--- src/rtl/waterfall_writer_pkg.sv ---
// Shared constants for the waterfall path: FSM encoding, DFT read latency and
// default address widths used by the DFT stage, this writer and the display scanner.
package waterfall_writer_pkg;

  localparam int READ_LAT       = 2;
  localparam int DEF_LIMIT_BINS = 32;
  localparam int DEF_ROWS       = 32;
  localparam int DEF_BIN_W      = $clog2(DEF_LIMIT_BINS);
  localparam int DEF_ROW_W      = $clog2(DEF_ROWS);
  localparam int DEF_ADDR_W     = $clog2(DEF_ROWS * DEF_LIMIT_BINS);

  typedef enum logic [2:0] {
    S_IDLE,
    S_WAIT_RDY,
    S_REQ,
    S_SWEEP,
    S_DRAIN,
    S_DONE
  } state_t;

endpackage

--- src/rtl/waterfall_writer_if.sv ---
// DFT read port plus line-buffer write port; master is the writer side.
interface waterfall_writer_if
  import waterfall_writer_pkg::*;
#(
  parameter int BIN_W  = DEF_BIN_W,
  parameter int FREQ_W = 16,
  parameter int PIX_W  = 4,
  parameter int ADDR_W = DEF_ADDR_W
);
  logic              sdft_ready;
  logic              sdft_read;
  logic [BIN_W-1:0]  sdft_bin_addr;
  logic [FREQ_W-1:0] sdft_bin_out;
  logic              wr_en;
  logic [ADDR_W-1:0] wr_addr;
  logic [PIX_W-1:0]  wr_data;

  modport master (
    input  sdft_ready, sdft_bin_out,
    output sdft_read, sdft_bin_addr, wr_en, wr_addr, wr_data
  );

  modport slave (
    output sdft_ready, sdft_bin_out,
    input  sdft_read, sdft_bin_addr, wr_en, wr_addr, wr_data
  );
endinterface

--- src/rtl/waterfall_writer_bin_scale.sv ---
// Magnitude to pixel intensity: right shift then saturate to the pixel range.
module bin_scale #(
  parameter int FREQ_W = 16,
  parameter int PIX_W  = 4,
  parameter int SHIFT  = 2
) (
  input  logic [FREQ_W-1:0] mag,
  output logic [PIX_W-1:0]  pix
);
  localparam logic [FREQ_W-1:0] PIX_MAX = FREQ_W'((1 << PIX_W) - 1);

  logic [FREQ_W-1:0] shifted;

  // full-width compare so large magnitudes clip instead of wrapping
  assign shifted = mag >> SHIFT;
  assign pix     = (shifted > PIX_MAX) ? {PIX_W{1'b1}} : shifted[PIX_W-1:0];
endmodule

--- src/rtl/waterfall_writer.sv ---
// Sweeps all DFT bins on each frame tick and writes one scaled pixel row into
// the circular waterfall line buffer.
module waterfall_writer
  import waterfall_writer_pkg::*;
#(
  parameter int LIMIT_BINS = DEF_LIMIT_BINS,
  parameter int FREQ_W     = 16,
  parameter int PIX_W      = 4,
  parameter int SHIFT      = 2,
  parameter int ROWS       = DEF_ROWS
) (
  input  logic                    clk,
  input  logic                    reset,
  input  logic                    frame_tick,
  waterfall_writer_if.master      bus,
  output logic [$clog2(ROWS)-1:0] cur_row,
  output logic                    row_done,
  output logic                    busy
);
  localparam int BIN_W = $clog2(LIMIT_BINS);

  state_t                         state;
  logic                           pending;
  logic [BIN_W-1:0]               bin_cnt;
  logic                           drain_cnt;
  logic [READ_LAT:1]              vld_pipe;
  logic [READ_LAT:1][BIN_W-1:0]   bin_pipe;
  logic [PIX_W-1:0]               pix;

  bin_scale #(
    .FREQ_W (FREQ_W),
    .PIX_W  (PIX_W),
    .SHIFT  (SHIFT)
  ) u_scale (
    .mag (bus.sdft_bin_out),
    .pix (pix)
  );

  assign bus.sdft_read     = (state == S_REQ) || (state == S_SWEEP);
  assign bus.sdft_bin_addr = bin_cnt;

  // magnitude arrives READ_LAT cycles after its address; the pipe tail lines up with it
  assign bus.wr_en   = vld_pipe[READ_LAT];
  assign bus.wr_addr = {cur_row, bin_pipe[READ_LAT]};
  assign bus.wr_data = vld_pipe[READ_LAT] ? pix : '0;

  always_ff @(posedge clk) begin
    if (reset) begin
      state     <= S_IDLE;
      pending   <= 1'b0;
      bin_cnt   <= '0;
      drain_cnt <= 1'b0;
      vld_pipe  <= '0;
      bin_pipe  <= '0;
      cur_row   <= '0;
      row_done  <= 1'b0;
      busy      <= 1'b0;
    end else begin
      vld_pipe <= {vld_pipe[READ_LAT-1:1], state == S_SWEEP};
      bin_pipe <= {bin_pipe[READ_LAT-1:1], bin_cnt};
      row_done <= 1'b0;

      if (frame_tick && state != S_IDLE) pending <= 1'b1;

      case (state)
        S_IDLE: begin
          if (frame_tick || pending) begin
            state   <= S_WAIT_RDY;
            pending <= 1'b0;
            busy    <= 1'b1;
          end
        end
        S_WAIT_RDY: begin
          bin_cnt <= '0;
          if (bus.sdft_ready) state <= S_REQ;
        end
        S_REQ: state <= S_SWEEP;
        S_SWEEP: begin
          if (bin_cnt == BIN_W'(LIMIT_BINS - 1)) begin
            state     <= S_DRAIN;
            drain_cnt <= 1'b0;
          end else begin
            bin_cnt <= bin_cnt + 1'b1;
          end
        end
        S_DRAIN: begin
          drain_cnt <= 1'b1;
          if (drain_cnt) begin
            state    <= S_DONE;
            row_done <= 1'b1;
          end
        end
        S_DONE: begin
          cur_row <= cur_row + 1'b1;
          state   <= S_IDLE;
          busy    <= 1'b0;
        end
        default: state <= S_IDLE;
      endcase
    end
  end
endmodule

--- src/flat_wrapper.sv ---
// flat-port wrapper written by rule: the top's interface ports become plain ports
module waterfall_writer_flat import waterfall_writer_pkg::*;
#(
  parameter int LIMIT_BINS = DEF_LIMIT_BINS,
  parameter int FREQ_W     = 16,
  parameter int PIX_W      = 4,
  parameter int SHIFT      = 2,
  parameter int ROWS       = DEF_ROWS
)
  (clk, reset, frame_tick, cur_row, row_done, busy, bus_sdft_ready, bus_sdft_bin_out, bus_sdft_read, bus_sdft_bin_addr, bus_wr_en, bus_wr_addr, bus_wr_data);
  waterfall_writer_if #(.BIN_W(($clog2((32)))), .FREQ_W(FREQ_W), .PIX_W(PIX_W), .ADDR_W(($clog2((4) * (32))))) bus_i ();
  input  logic clk;
  input  logic reset;
  input  logic frame_tick;
  output logic [$clog2(ROWS)-1:0] cur_row;
  output logic row_done;
  output logic busy;
  input wire logic [$bits(bus_i.sdft_ready)-1:0] bus_sdft_ready;
  input wire logic [$bits(bus_i.sdft_bin_out)-1:0] bus_sdft_bin_out;
  output wire logic [$bits(bus_i.sdft_read)-1:0] bus_sdft_read;
  output wire logic [$bits(bus_i.sdft_bin_addr)-1:0] bus_sdft_bin_addr;
  output wire logic [$bits(bus_i.wr_en)-1:0] bus_wr_en;
  output wire logic [$bits(bus_i.wr_addr)-1:0] bus_wr_addr;
  output wire logic [$bits(bus_i.wr_data)-1:0] bus_wr_data;
  assign bus_i.sdft_ready = bus_sdft_ready;
  assign bus_i.sdft_bin_out = bus_sdft_bin_out;
  assign bus_sdft_read = bus_i.sdft_read;
  assign bus_sdft_bin_addr = bus_i.sdft_bin_addr;
  assign bus_wr_en = bus_i.wr_en;
  assign bus_wr_addr = bus_i.wr_addr;
  assign bus_wr_data = bus_i.wr_data;
  waterfall_writer #(.LIMIT_BINS(LIMIT_BINS), .FREQ_W(FREQ_W), .PIX_W(PIX_W), .SHIFT(SHIFT), .ROWS(ROWS)) u_core (.clk(clk), .reset(reset), .frame_tick(frame_tick), .bus(bus_i), .cur_row(cur_row), .row_done(row_done), .busy(busy));
endmodule
--- config.mk ---
export PLATFORM = sky130hd
export DESIGN_NAME = waterfall_writer_flat
export DESIGN_NICKNAME = d
export VERILOG_FILES = /design/src/rtl/waterfall_writer_pkg.sv /design/src/rtl/waterfall_writer_if.sv /design/src/rtl/waterfall_writer_bin_scale.sv /design/src/rtl/waterfall_writer.sv /design/src/flat_wrapper.sv
export SDC_FILE = /design/constraint.sdc
export NUM_CORES = 1
export LEC_CHECK = 0
export BUFFER_PORTS_ARGS = -buffer_cell sky130_fd_sc_hd__buf_2
export CORE_UTILIZATION = 51
export CTS_CLUSTER_SIZE = 8
export DETAILED_ROUTE_END_ITERATION = 8
export GPL_TIMING_DRIVEN = 0
export PLACE_DENSITY = 0.82
export SYNTH_ARGS = -nofsm -noshare
export SYNTH_HDL_FRONTEND = slang
export SYNTH_SLANG_ARGS = --single-unit
export TNS_END_PERCENT = 20
--- constraint.sdc ---
create_clock -name clk -period 4.19 [get_ports clk]
set_input_delay 0.419 -clock clk [delete_from_list [all_inputs] [get_ports clk]]
set_output_delay 0.419 -clock clk [all_outputs]
set_load 0.01 [all_outputs]
==> impl_results.md, run 1 <==
* Outcome: finished clean
* Leakage Power at 0.0007346 uW
* Share of cells above drive strength 1 at 34.07%
* DR vias at 1130
* Final setup vio count at 0
* CTS tree: built
* Core Area at 2255 sq um
* Io pins at 45
* Worst Skew at 0.007230 ns
* Placer Congestion at 0.8086
* Starting Density at 55.27%
* Final period util at 46.50%
* Pin count of the biggest net entering global routing at 11
* Total congestion overflow at 0
* Max-cap violations at 0
* Max rail drop VDD at 272.3 uV
* FP Rows at 17
* Most common flop cell mapped by yosys: dfxtp_1
* Most instantiated cells after synthesis: dfxtp_1, nor2b_1, a21oi_1
* Die height at 51.43 microns
* TNS Setup at 0 ns
* Final ANT Viol Nets at 0
* Post-synth EDFFs at 0
* Root buf cell: clkbuf_4
* Final Hold Fails at 0
* Sequential element share of the synthesized area at 46.59%
* Worst Path Arrival at 2.21 ns
* Initial DRT Pass Iterations at 4
* First-pass GRT wire length at 4153 microns
* Worst-margin pin slew at 0.4220 ns
* Post-route DRC at 0
* CP max stage cell: or4_1
* Cell family with most CP delay: simple AND/OR/NAND/NOR gates
* Die Span X at 51.43 microns
* FF+latch count, synth at 29
* Post-CTS Hold Buffers at 0
* Slew Viols, Final at 0
* Initial DRC Count at 24
* RSZ-0062 raised after global routing: false
* Fmax at 513.3 MHz
* Sw Share at 23.65%
* Synthesis-to-layout area growth at 24.90%
* CP max stage delay at 0.48 ns
* CTS Buf Count at 5
* CP endpoint kind: flip-flop
* Min-Delay Path Class: in -> reg
* PwrDens at 336.9 nW/um^2
* Synth area leader: dfxtp_1
* FFs w/ async S/R, synth at 0%
* Flop2flop setup slack at 2.24 ns
* Sink Count at 29
* Synthesized instance count at 133
* N_diodes at 0
* Sw power at 124.0 uW
* Detailed-placement wirelength estimate at 1757 microns
* Post-cts resize count at 0
* Clk buf depth at 2
* Dpl ws at 2.285 ns
* Crit-path cells: ha_1, and3_1, ha_1, and2_1, or4_1, a21oi_1
* Port-buffer cells at 41
* Synth top area cells: dfxtp_1, nor2b_1, buf_4, a21oi_1, ha_1
* Syn_nets at 156
* Vias per cell at 5.381
* DRT Wirelength at 2476 microns
* Clock group share of total power at 36.1%
* Most common cell in the netlist: dfxtp_1
* Critical Path Source Type: flip-flop
* Avg Inst Size Synth at 9.370 sq um
* Clock slew at reported path FFs at 0.08 ns
* Number of global-route vias before repair at 1034
* Reg power frac at 54.7%
* CP max FO at 6
* Syn. warnings at 0
* Final setup margin at 2.242 ns
* Setup CP Type: reg -> reg
* Final min period at 1.948 ns
* Pint at 400.4 uW
* Clock latency on the worst-skew pair at 0.33 ns
* Die footprint at 2645 sq um
* Fin nets at 204
* Comb power frac at 9.2%
* Area share of the largest cell type after synthesis at 46.59%
* Htree depth at 2
* Syn Std Cell Area at 1246 sq um
* Final Util at 69.03%
* Filler Cell Count at 194
* Setup bufs post-CTS at 0
* Critical Path RT at 4.45 ns
* Unique cell type count in the Yosys netlist at 37
* Worst Path Buf+Inv at 0
* Total track usage at 21.74%
* Relative slew slack at 71.87%
* Routed WL per cell at 11.79 microns
* Most used cell, CP: ha_1
* Initial antenna violation count at 0
* Hold WS at 0.3733 ns
==> tightest hold or removal path, stage by stage <==
cell    delay, ns
buf_2        0.10
nor2_1       0.08
nor3_1       0.05
==> power by group through the flow <==
stage               clock network [uW]  registers, uW  logic (uW)
detailed placement                   0            293        48.0
CTS                                195            287        48.4
floorplan                            0            293        29.7
finish                             189            287        48.4
global placement                     0            292        46.5
global route                       209            288        53.9
==> logic make-up after synthesis <==
group	share of synthesized area (%)
AOI/OAI and AO/OA	13.45
xor gates and xnor gates	2.109
adders and majority gates	3.012
buffers and inverters	7.228
DFF	46.59
muxes	1.606
and+or+nand+nor	26.00
==> placed cells by master (no fill, tap or decap), drive strengths merged, types with 2 or more instances in the layout <==
cell type / count
a21oi: 9
buf: 51
clkbuf: 10
dfxtp: 29
ha: 3
inv: 3
mux2i: 2
nand2: 3
nand2b: 4
nand3: 4
nand3b: 3
nand4: 2
nor2: 7
nor2b: 14
nor3: 3
nor4: 2
o21a: 4
o21ai: 6
o31ai: 3
or3: 2
or4: 2
xor2: 2
==> worst paths after layout <==
check,start,end,cells after the start
max,u_core.bus.sdft_bin_addr[0],u_core.bus.sdft_bin_addr[3],6
min,frame_tick,u_core.pending,3
max reg2reg,u_core.bus.sdft_bin_addr[0],u_core.bus.sdft_bin_addr[3],6
min reg2reg,u_core.bin_pipe[4],u_core.bus.wr_addr[4],1
==> registers in the layout, summed over array words and instances, names as in the netlist <==
register                  flops
u_core.bus.sdft_bin_addr      5
u_core.vld_pipe               2
u_core.bus.wr_addr            5
u_core.pending                1
u_core.busy                   1
u_core.row_done               1
u_core.bin_pipe               5
u_core.cur_row                5
u_core.state                  3
u_core.drain_cnt              1
==> stage by stage <==
| stage | area, sq um | cells | power [uW] |
|---|---|---|---|
| floorplan | 1246 | 133 | 322.6 |
| global placement | 1486 | 202 | 339.0 |
| detailed placement | 1486 | 202 | 340.8 |
| CTS | 1556 | 210 | 529.6 |
| global route | 1556 | 210 | 550.6 |
| finish | 1556 | 210 | 524.4 |
==> metal layers <==
layer  vias to the layer above  track usage (%)  wire, microns
li1                        558                -              -
met1                       526            22.63            996
met2                        39            36.58           1237
met3                         7            8.036            185
met4                         0            13.51             55
met5                         -                0              0
==> cell type report <==
type / count / area, sq um / area share [%]
clock inverters: 1 / 5.005 / 0.3215
repair buffers: 41 / 205.2 / 13.18
plain buffers: 13 / 78.83 / 5.064
flip-flops and latches: 29 / 580.6 / 37.30
clock buffers: 7 / 65.06 / 4.180
multi-input cells: 88 / 575.6 / 36.98
inverters: 3 / 11.26 / 0.7235
well taps: 28 / 35.03 / 2.251
Power figures use the tool's default switching activity.
==> inputs of run 2 (changes only) <==
Settings changed: ABC_AREA set to 1, CORE_ASPECT_RATIO set to 2, CORE_UTILIZATION 51 to 48, PLACE_DENSITY 0.82 to 0.78.
Clock period 4.19 ns to 1.9 ns, I/O delays scaled along.
==> impl_results.md, run 2 <==
* FP Rows at 25
* Worst-margin pin slew at 0.3179 ns
* Fin nets at 239
* Critical Path RT at 2.11 ns
* Outcome: finished clean
* Share of cells above drive strength 1 at 31.80%
* Relative slew slack at 78.65%
* Initial DRT Pass Iterations at 5
* Final min period at 1.609 ns
* Worst Skew at 0.005891 ns
* Final ANT Viol Nets at 0
* Most instantiated cells after synthesis: dfxtp_1, inv_1, nand2_1
* Detailed-placement wirelength estimate at 1985 microns
* RSZ-0062 raised after global routing: false
* CP max FO at 4
* Syn_nets at 190
* Synth area leader: dfxtp_1
* Min-Delay Path Class: in -> reg
* Slew Viols, Final at 0
* Area share of the largest cell type after synthesis at 46.54%
* Synthesized instance count at 167
* First-pass GRT wire length at 3988 microns
* Initial antenna violation count at 0
* Avg Inst Size Synth at 7.470 sq um
* PwrDens at 831.0 nW/um^2
* Pin count of the biggest net entering global routing at 11
* Clock slew at reported path FFs at 0.06 ns
* Commonest non-fill, non-tap cell in the layout: buf_2
* Hold Path Cell Cnt at 2
* Port-buffer cells at 42
* Post-cts resize count at 0
* Filler Cell Count at 208
* Synthesis-to-layout area growth at 26.48%
* Total track usage at 20.75%
* Placer Congestion at 0.7520
* Worst Path Arrival at 1.82 ns
* Initial DRC Count at 14
* Clock latency on the worst-skew pair at 0.28 ns
* Syn Std Cell Area at 1247 sq um
* CTS tree: built
* FF+latch count, synth at 29
* Sequential element share of the synthesized area at 46.54%
* Final setup vio count at 0
* Die height at 74.10 microns
* Final period util at 84.68%
* CTS Buf Count at 5
* Max rail drop VDD at 566.7 uV
* Post-CTS Hold Buffers at 0
* DR vias at 1152
* Cell Count, Final, Fillers Out at 244
* Most frequent cells in the layout: buf_2, inv_1, dfxtp_1, nand2_1, nor2_1
* Leakage Power at 0.0008246 uW
* Clk buf depth at 2
* Unique cell type count in the Yosys netlist at 21
* Area of the multi-input gates at 480.5 sq um
* Synth top area cells: dfxtp_1, inv_1, nand2_1, nor2_1, buf_4
* Fmax at 621.5 MHz
* Root buf cell: clkbuf_8
* Reg area at 580.6 sq um
* Final Hold Fails at 0
* Vias per cell at 4.721
* Die Span X at 38.05 microns
* Core Area at 2409 sq um
* Post-synth EDFFs at 0
* N_diodes at 0
* Most common flop cell mapped by yosys: dfxtp_1
* Setup bufs post-CTS at 0
* DRT Wirelength at 2583 microns
* Critical Path Source Type: flip-flop
* Post-Place Cells at 236
* Io pins at 45
* Setup CP Type: reg -> reg
* Syn. warnings at 0
* Die footprint at 2819 sq um
* Starting Density at 51.79%
* FFs w/ async S/R, synth at 0%
* Htree depth at 2
* Sink Count at 29
* Number of global-route vias before repair at 1044
* Routed WL per cell at 10.59 microns
* Max-cap violations at 0
* Total congestion overflow at 0
* TNS Setup at 0 ns
* R2r worst-path depth at 10
* CP endpoint kind: flip-flop
* Post-route DRC at 0
-- run 2: changes by cell type in the layout (fill, tap and decap cells not counted), sizes merged, moves of 3 or more --
cell / before / now
clkbuf: 10 / 5
inv: 3 / 30
nand2: 3 / 30
nand2b: 4 / 0
nand3: 4 / 10
nand3b: 3 / 0
nor2: 7 / 28
nor2b: 14 / 0
o21a: 4 / 0
o31ai: 3 / 0
-- run 2: path summary, 6_finish.rpt --
kind	start	to	slack, ns
min reg2reg	u_core.bin_pipe[1]	u_core.bus.wr_addr[1]	0.40
max reg2reg	u_core.bus.sdft_bin_addr[0]	u_core.state[1]	0.29
min	reset	u_core.vld_pipe[1]	0.10
max	u_core.bus.sdft_bin_addr[0]	u_core.state[1]	0.29
-- run 2: cell families (layout without fill, tap and decap cells) --
group,Yosys count,after routing,share of synthesized area [%]
compound gates,19,19,8.024
xor+xnor,2,2,1.404
fa+ha+maj,3,3,3.009
buf+inv,40,90,14.94
flops,29,29,46.54
simple gates,74,74,26.08
-- run 2: worst max-delay path, stage by stage (launching register included) --
cell	delay (ns)
dfxtp_1	0.38
ha_1	0.20
nand2_1	0.10
nor2_1	0.13
ha_1	0.16
inv_1	0.06
nand2_2	0.11
nand2_1	0.07
nor2_1	0.14
nand2_1	0.07
a21oi_1	0.13
-- run 2: metrics by stage --
step	instance area, sq um	setup WS (ns)	util [%]	hold WS [ns]	power [uW]
floorplan	1247	0.4592	-	0.2698	776.8
detailed placement	1491	0.3087	61.92	0.3970	836.5
finish	1578	0.2910	65.51	0.1047	1311
CTS	1578	0.2909	65.51	0.09875	1321
global route	1578	0.1851	65.51	0.1142	1368
global placement	1491	0.3866	61.92	0.3898	826.0
-- run 2: area by class of cell --
type | instances | share of cell area (%)
Inverter | 30 | 7.137
Multi-Input combinational cell | 98 | 30.45
Clock inverter | 3 | 1.110
Timing Repair Buffer | 42 | 13.32
Tap cell | 27 | 2.141
Sequential cell | 29 | 36.80
Buffer | 10 | 4.679
Clock buffer | 5 | 4.362
-- run 2: routing by layer --
layer / global-route usage [%] / routed length [microns] / up-vias
li1: - / - / 601
met2: 38.23 / 1425 / 42
met5: 0 / 0 / -
met1: 16.12 / 892 / 501
met3: 6.567 / 171 / 8
met4: 16.27 / 94 / 0
-- run 2: report_power, final --
| part | internal (uW) | total, uW | switching, uW |
|---|---|---|---|
| Combinational | 66.7 | 177 | 110 |
| Clock | 252 | 486 | 234 |
| Sequential | 630 | 649 | 18.3 |
| Total | 949 | 1310 | 362 |
